==> config.mk <==
export PLATFORM = sky130hd
export DESIGN_NAME = ram_reset_seq
export DESIGN_NICKNAME = d
export VERILOG_FILES = /design/src/rtl/ram_reset_seq_pkg.sv /design/src/rtl/ram_reset_seq_reset_sync_bit.sv /design/src/rtl/ram_reset_seq.sv
export SDC_FILE = /design/constraint.sdc
export NUM_CORES = 1
export LEC_CHECK = 0
export ABC_CLOCK_PERIOD_IN_PS = 1500
export BUFFER_PORTS_ARGS = -buffer_cell sky130_fd_sc_hd__buf_4
export CAP_MARGIN = 20
export CORE_UTILIZATION = 49
export CTS_CLUSTER_SIZE = 12
export DETAILED_ROUTE_END_ITERATION = 10
export PLACE_DENSITY = 0.71
export SYNTH_ARGS = -nofsm -noshare
export SYNTH_HDL_FRONTEND = slang
export SYNTH_SLANG_ARGS = --single-unit
==> constraint.sdc <==
create_clock -name clk_ui -period 1.5 [get_ports clk_ui]
set_clock_uncertainty 0.2 [all_clocks]
set_input_delay 0.3 -clock clk_ui [delete_from_list [all_inputs] [get_ports clk_ui]]
set_output_delay 0.3 -clock clk_ui [all_outputs]
set_load 0.01 [all_outputs]
==> src/rtl/ram_reset_seq_pkg.sv <==
// Shared types and helpers for the memory-subsystem reset sequencer.
package ram_reset_seq_pkg;

    typedef enum logic [1:0] {
        ST_HOLD,
        ST_WAIT_CALIB,
        ST_RELEASE,
        ST_RUN
    } state_t;

    // Ceiling log2, usable in constant expressions.
    function automatic int unsigned clog2(input int unsigned value);
        int unsigned result;
        result = 0;
        for (int unsigned v = 1; v < value; v = v << 1) begin
            result = result + 1;
        end
        return result;
    endfunction

    // Width of a counter that must hold 0..n-1, never narrower than one bit.
    function automatic int unsigned cnt_width(input int unsigned n);
        return (n <= 2) ? 1 : clog2(n);
    endfunction

endpackage

==> src/rtl/ram_reset_seq_reset_sync_bit.sv <==
// Single-bit multi-flop synchroniser with synchronous reset.
module reset_sync_bit
    import ram_reset_seq_pkg::*;
#(
    parameter int unsigned STAGES    = 2,
    parameter logic        RESET_VAL = 1'b0
) (
    input  logic clk_ui,
    input  logic reset_ui,
    input  logic d,
    output logic q
);

    (* ASYNC_REG = "TRUE" *) logic [STAGES-1:0] chain;

    // Shift the asynchronous input through the synchroniser chain.
    always_ff @(posedge clk_ui) begin
        if (reset_ui) begin
            chain <= {STAGES{RESET_VAL}};
        end else begin
            chain <= {chain[STAGES-2:0], d};
        end
    end

    assign q = chain[STAGES-1];

endmodule

==> src/rtl/ram_reset_seq.sv <==
// Reset sequencer: merges memory reset, soft reset and calibration loss
// into staggered per-channel active-low resets in the clk_ui domain.
module ram_reset_seq
    import ram_reset_seq_pkg::*;
#(
    parameter int unsigned CHANNELS         = 4,
    parameter int unsigned STRETCH          = 16,
    parameter int unsigned STAGGER          = 8,
    parameter int unsigned SYNC_STAGES      = 2,
    parameter int unsigned CALIB_LOSS_RESET = 1
) (
    input  logic                clk_ui,
    input  logic                reset_ui,
    input  logic                memory_resetn,
    input  logic                calib_done,
    input  logic                soft_reset,
    output logic [CHANNELS-1:0] aresetn_out,
    output logic                reset_active,
    output logic                seq_done,
    output logic [7:0]          reset_count
);

    localparam int unsigned CW = cnt_width(STRETCH);
    localparam int unsigned SW = cnt_width(STAGGER);

    localparam logic [CHANNELS-1:0] ALL_ONES = '1;
    // Pattern present just before the final channel is released.
    localparam logic [CHANNELS-1:0] LAST_PRE = ALL_ONES >> 1;

    logic          mr_s;
    logic          cal_s;
    logic          cause;
    state_t        state;
    logic [CW-1:0] cnt;
    logic [SW-1:0] scnt;

    reset_sync_bit #(
        .STAGES    (SYNC_STAGES),
        .RESET_VAL (1'b0)
    ) u_sync_mr (
        .clk_ui   (clk_ui),
        .reset_ui (reset_ui),
        .d        (memory_resetn),
        .q        (mr_s)
    );

    reset_sync_bit #(
        .STAGES    (SYNC_STAGES),
        .RESET_VAL (1'b0)
    ) u_sync_cal (
        .clk_ui   (clk_ui),
        .reset_ui (reset_ui),
        .d        (calib_done),
        .q        (cal_s)
    );

    // Combine every reset cause; calibration loss only counts while running.
    always_comb begin
        cause = ~mr_s | soft_reset;
        if ((CALIB_LOSS_RESET != 0) && (state == ST_RUN) && !cal_s) begin
            cause = 1'b1;
        end
    end

    // Sequencer FSM with registered outputs and saturating event counter.
    // Released channels always form a contiguous run from bit 0, so the next
    // channel is released by shifting in a one instead of tracking an index.
    always_ff @(posedge clk_ui) begin
        if (reset_ui) begin
            state        <= ST_HOLD;
            cnt          <= '0;
            scnt         <= '0;
            aresetn_out  <= '0;
            reset_active <= 1'b1;
            seq_done     <= 1'b0;
            reset_count  <= '0;
        end else if (cause) begin
            state        <= ST_HOLD;
            cnt          <= '0;
            scnt         <= '0;
            aresetn_out  <= '0;
            reset_active <= 1'b1;
            seq_done     <= 1'b0;
            if ((state != ST_HOLD) && (reset_count != 8'hFF)) begin
                reset_count <= reset_count + 8'd1;
            end
        end else begin
            case (state)
                ST_HOLD: begin
                    if (cnt == CW'(STRETCH - 1)) begin
                        state <= ST_WAIT_CALIB;
                        cnt   <= '0;
                    end else begin
                        cnt <= cnt + 1'b1;
                    end
                end
                ST_WAIT_CALIB: begin
                    if (cal_s) begin
                        aresetn_out <= CHANNELS'(1);
                        scnt        <= '0;
                        if (CHANNELS == 1) begin
                            state        <= ST_RUN;
                            seq_done     <= 1'b1;
                            reset_active <= 1'b0;
                        end else begin
                            state <= ST_RELEASE;
                        end
                    end
                end
                ST_RELEASE: begin
                    if (scnt == SW'(STAGGER - 1)) begin
                        scnt        <= '0;
                        aresetn_out <= (aresetn_out << 1) | CHANNELS'(1);
                        if (aresetn_out == LAST_PRE) begin
                            state        <= ST_RUN;
                            seq_done     <= 1'b1;
                            reset_active <= 1'b0;
                        end
                    end else begin
                        scnt <= scnt + 1'b1;
                    end
                end
                ST_RUN: begin
                    state <= ST_RUN;
                end
                default: begin
                    state <= ST_HOLD;
                end
            endcase
        end
    end

endmodule
==> run metrics, run 1 <==
outcome=complete, but fails checks; failing checks=negative setup slack; Max IR drop VDD=0.584 mV; Vias per Instance=5.26; number of port buffers=18; CTS tree=built; CTS Buf Count=3; DRT Wirelength=2700 µm; first-pass GRT wire length=4190 µm; GP Congestion=0.852; crit path kind=reg2reg; Gate Count Post-Synth=136; fin cells=208; Netlist cell types=38; max cap viols=0; peak fanout along the critical path=3; FF+latch count, synth=27; Die Ht=51.6 µm; WL/cell=13.0 µm; Crit. Startpoint=reset_count[0]; Clock Latency Late Sink=0.33 ns; root buffer cell=clkbuf_4; Critical Path End Type=flip-flop; Peak Freq=663 MHz; Tmin final=1.51 ns; die footprint=2660 µm²; vias in the first global route=1,003; Rel. slew slack=82.2%; io pins=19; endpoints failing setup=2; CP Launch Type=flip-flop; largest net degree at the start of global routing=15; first-pass detailed-route iteration total=4; starting density of the core=53.4%; total power=1080 µW; fillers=178; slew at the pin closest to its max-slew limit=0.266 ns; Bufs on Longest Clock Path=2; antenna violations before repair=0; post-synthesis sequential area ratio=44.9%; ANT cells=0; RSZ-0062 raised after global routing=yes; warnings from Yosys=0; remaining global-route overflow=0; DR vias=1,095; Final WS setup=-0.00782 ns; # DRC=0; Final HPWL DP=1830 µm; Final period util=101%; Nets=190; hold wc startpoint=reset_ui; Initial DRC Count=16; data arrival time of the worst path=1.54 ns; Worst Hold Class=in2reg; clk sink count=27; dpl cells=199; Cell Pwr Density=637 nW/µm²; syn_area_per_cell=8.85 µm²; Worst-path clk slew=0.14 ns; ANT nets after route=0; core footprint=2250 µm²; max-slew violations=0; htree depth=1; GRT Util Overall=21.5%; Synth-to-Final Area Change=40.3%; r2r startpoint=reset_count[0]; DIE WIDTH=51.6 µm; synthesized cell area=1200 µm²; leakage power=0.000675 µW; CP required=1.54 ns; Mapped Nets=145; final hold vios=0; share of cells above drive strength 1=43.3%; row count=17
==> worst paths after layout <==
check / cells after the start / to / slack [ns]
max: 6 / reset_count[5] / -0.008
min: 3 / reset_count[0] / 0.11
max reg2reg: 6 / reset_count[5] / -0.008
min reg2reg: 1 / u_sync_cal.chain[1] / 0.26
==> per-stage QoR <==
stage,hold slack (ns),setup TNS (ns),setup slack (ns),instance area (µm²),utilization (%)
after floorplan,0.172,-0.0226,-0.0226,1210,-
after global placement,0.217,-1.33,-0.137,1520,67.3
after detailed placement,0.231,-1.89,-0.171,1520,67.3
after CTS,0.0989,0,0.00278,1610,71.5
after global routing,0.119,-0.668,-0.0818,1690,74.9
final,0.110,-0.00792,-0.00782,1690,74.9
==> state kept, by name, indices dropped and copies added (netlist names) <==
| register | count |
|---|---|
| u_sync_cal.chain | 2 |
| seq_done | 1 |
| reset_count | 8 |
| u_sync_mr.chain | 2 |
| aresetn_out | 4 |
| scnt | 3 |
| state | 2 |
| cnt | 4 |
| reset_active | 1 |
==> cells in the mapped netlist <==
cell | instances | share of area, %
and4_1 | 1 | 0.73
buf_6 | 1 | 0.94
or3_1 | 1 | 0.52
nand3_1 | 5 | 2.1
nor2b_4 | 1 | 1.1
xor2_1 | 2 | 1.5
o21a_1 | 1 | 0.62
dfxtp_1 | 27 | 45
mux2_4 | 1 | 1.2
xnor2_1 | 1 | 0.73
nor3_1 | 5 | 2.1
and3_1 | 1 | 0.52
a21oi_1 | 12 | 5.0
a311oi_1 | 2 | 1.5
ha_1 | 4 | 4.2
a211o_1 | 1 | 0.73
nor2b_1 | 5 | 2.6
a22oi_2 | 1 | 1.0
a21oi_4 | 2 | 2.7
nand2_1 | 14 | 4.4
mux2i_1 | 2 | 1.7
o21ai_4 | 1 | 1.4
nor4_1 | 1 | 0.52
a21o_1 | 1 | 0.62
o22ai_1 | 1 | 0.52
o21ai_0 | 6 | 2.5
nand4_1 | 1 | 0.52
a31oi_1 | 2 | 1.0
buf_2 | 2 | 0.83
a21boi_0 | 1 | 0.62
and2b_1 | 1 | 0.62
or4_1 | 1 | 0.62
clkbuf_1 | 2 | 0.62
nand2b_1 | 1 | 0.52
a211oi_1 | 1 | 0.62
nor2_1 | 19 | 5.9
inv_1 | 4 | 1.2
o21bai_1 | 1 | 0.62
==> report_power, final <==
| part | internal [µW] | switching [µW] |
|---|---|---|
| clock network | 104 | 212 |
| logic | 22.1 | 14.4 |
| registers | 721 | 2.76 |
==> what timing repair did <==
action / CTS / global route
hold endpoints to repair: 3 / 0
buffers inserted: 1 / 1
hold buffers: 3 / 0
pin swaps: 1 / 9
setup endpoints to repair: 8 / 18
resized for setup: 11 / 21
==> cells by family after synthesis <==
kind of cell	share of synthesized area, %
compound gates	19.4
flops	44.9
simple gates	22.8
mux	2.91
xor+xnor	2.18
fa+ha+maj	4.16
buf+inv	3.64
==> layer usage <==
layer  share of wire [%]  up-vias  GRT usage [%]
met4                 1.9        0           9.46
met5                   0        -              0
met2                  49       17           35.9
met3                 2.3        5           3.51
met1                  46      510           27.2
li1                    -      563              -
==> cells in the final DEF, fill, tap and decap left out, types with 2 or more instances in the layout <==
cell type       n
o21ai_0         5
a31oi_1         2
nand2_1        11
ha_4            2
mux2i_1         2
a21oi_2         3
nand2_2         2
nand3_1         5
clkbuf_4        3
dfxtp_1        18
a21oi_1         9
nor2_4          2
dfxtp_2         8
nor2b_1         5
a21oi_4         2
nor2_1         15
inv_1           3
dlygate4sd3_1   3
nor2_2          2
xor2_1          2
buf_4          41
a311oi_1        2
nor3_1          4
==> cell type report <==
| class | count | area (µm²) | area share [%] |
|---|---|---|---|
| clock buffers | 4 | 26.3 | 1.56 |
| inverters | 4 | 15.0 | 0.889 |
| multi-input cells | 100 | 709 | 42.0 |
| flip-flops and latches | 27 | 554 | 32.8 |
| well taps | 28 | 35.0 | 2.07 |
| repair buffers | 45 | 349 | 20.7 |
==> critical path, cell delays in order, from the launching register on <==
cell and delay (ns):
dfxtp_2 0.35, ha_1 0.20, inv_2 0.11, nor2_4 0.06, nor2_2 0.13, nand2_2 0.07, mux2_4 0.29
No activity file was read; power rests on OpenSTA's default activity.
==> run 2, diff against run 1 <==
CELL_PAD_IN_SITES_DETAIL_PLACEMENT = 0   (was unset)
CELL_PAD_IN_SITES_GLOBAL_PLACEMENT = 1   (was unset)
CORE_UTILIZATION = 37   (was 49)
CTS_CLUSTER_DIAMETER = 60   (was unset)
==> run metrics, run 2 (synthesis results as in run 1) <==
share of cells above drive strength 1=43.3% (-0.075 points); Critical Path End Type=flip-flop; DR vias=1,072 (-2.1%); critical path's slowest cell=or4_1; DIE WIDTH=59.0 µm (+14%); clk sink count=27 (unchanged); Nets=188 (-1.1%); reg2reg end=cnt[0]; fillers=290 (+63%); endpoints failing setup=0 (-2); total power=1070 µW (-0.88%); final hold vios=0 (unchanged); worst stage delay on the critical path=0.42 ns (+0.07 ns); CTS tree=built; die footprint=3490 µm² (+31%); Comb pwr share=3.1% (-0.3 points); Tmin final=1.50 ns (-0.0110 ns); leakage power=0.000662 µW (-1.9%); io pins=19 (unchanged); Synth-to-Final Area Change=41.5%; commonest non-fill, non-tap cell in the layout=buf_4; Peak Freq=668 MHz (+0.73%); ANT cells=0 (unchanged); Regs by FF count=reset_count (8), aresetn_out (4), cnt (4); htree depth=1 (unchanged); NetSw=227 µW (-0.89%); Cell Pwr Density=626 nW/µm² (-1.7%); switching part of the total power=21.3% (about the same); CTS Buf Count=3 (unchanged); Final period util=99.8% (-0.73 points); Top Family by Delay on Critical Path=simple AND/OR/NAND/NOR gates; Bufs on Longest Clock Path=2 (unchanged); Critical Path, Cell by Cell=ha_2 -> and3_4 -> or4_1 -> a21oi_2; first-pass GRT wire length=4170 µm (-0.33%); Vias per Instance=4.83 (-8.3%); Rel. slew slack=85.4% (+3.2 points); slew at the pin closest to its max-slew limit=0.217 ns (-0.0494 ns); hold path cells=3 (unchanged); P_int=840 µW (-0.87%); data arrival time of the worst path=1.57 ns (+0.03 ns); fin util=55.3% (-20 points); CP Launch Type=flip-flop; R2R Setup Slk=0.003 ns (about the same); r2r startpoint=cnt[0]; Clock Latency Late Sink=0.32 ns (about the same); first-pass detailed-route iteration total=4 (unchanged); WL/cell=11.4 µm (-12%); outcome=complete, no violations; DRT Wirelength=2540 µm (-5.9%); most frequent cells in the layout=40 x buf_4, 20 x dfxtp_1, 17 x nor2_1, 12 x nand2_1, 9 x a21oi_1; hold wc startpoint=reset_ui; starting density of the core=39.1% (-14 points); crit path kind=reg2reg; vias in the first global route=1,025 (+2.2%); root buffer cell=clkbuf_4; cells on worst reg2reg path=4 (-2); Max IR drop VDD=0.532 mV (-8.8%); largest net degree at the start of global routing=16 (+1); core footprint=3080 µm² (+37%); max-slew violations=0 (unchanged); worst path bufs/invs=0 (-1); clock share of power=29.0% (-0.4 points); Final HPWL DP=1870 µm (+2.4%); number of port buffers=18 (unchanged); Worst-path clk slew=0.15 ns (about the same); ANT nets after route=0 (unchanged); Die Ht=59.0 µm (+14%); antenna violations before repair=0 (unchanged); GP Congestion=0.833 (-2.3%); remaining global-route overflow=0 (unchanged); Initial DRC Count=22 (+6); Largest Register=reset_count; Seq pwr share=67.9% (+0.7 points); peak fanout along the critical path=2 (-1); max cap viols=0 (unchanged); Worst Hold Class=in2reg; Hold Path End=u_sync_cal.chain[1]; RSZ-0062 raised after global routing=yes; row count=20 (+3); GRT Util Overall=15.7% (-5.9 points); CP required=1.57 ns (+0.03 ns); max reg flops=8 (unchanged); # DRC=0 (unchanged)
## run 2: power groups by stage
stage                     Sequential, µW  Clock, µW  Combinational [µW]
final                                724        309                33.3
after floorplan                      740          0                11.5
after global placement               741          0                26.7
after CTS                            726        330                32.7
after detailed placement             741          0                27.3
after global routing                 725        358                36.3
## run 2: worst max-delay path by stage
stage	start	endpoint	slack, ns	cells after the start
after floorplan	state[0]	reset_count[5]	-0.02	6
after global placement	soft_reset	reset_count[5]	-0.13	6
after detailed placement	soft_reset	reset_count[4]	-0.16	7
after CTS	state[0]	reset_count[1]	-0.02	6
after global routing	cnt[0]	cnt[0]	-0.08	4
final	cnt[0]	cnt[0]	0.003	4
## run 2: through the flow
step	instances	setup TNS (ns)	hold WS, ns	worst slack, ns	instance area, µm²
detailed placement	214	-1.55	0.242	-0.156	1530
floorplan	136	-0.0226	0.172	-0.0226	1210
global route	222	-0.726	0.124	-0.0812	1700
finish	222	0	0.132	0.00315	1700
global placement	214	-1.22	0.230	-0.129	1530
CTS	220	-0.0314	0.124	-0.0165	1610
## run 2: per-layer routing
| metal | track usage, % | part of all wire, % | routed length [µm] | up-vias |
|---|---|---|---|---|
| met4 | 3.06 | 0.79 | 20 | 0 |
| met2 | 26.3 | 48 | 1210 | 9 |
| met1 | 20.4 | 49 | 1250 | 502 |
| met5 | 0 | 0 | 0 | - |
| met3 | 4.15 | 2.1 | 54 | 2 |
| li1 | - | - | - | 559 |
## run 2: cell type report
class,instances,area (µm²),area share (%)
Inverter,4,15.0,0.882
Sequential cell,27,552,32.4
Timing Repair Buffer,43,332,19.5
Tap cell,44,55.1,3.23
Multi-Input combinational cell,100,722,42.4
Clock inverter,1,5.00,0.294
Clock buffer,3,22.5,1.32
## run 2: worst register-to-register path, stage by stage (launching register included)
cell     delay (ns)
dfxtp_2        0.35
ha_2           0.18
and3_4         0.18
or4_1          0.42
a21oi_2        0.12
## run 2: timing repair
item,CTS,global route
gates cloned,0,0
pin swaps,5,11
endpoints found under the setup margin,13,18
hold buffers,2,0
resized for setup,11,20
setup buffers,0,2
endpoints found under the hold margin,2,0
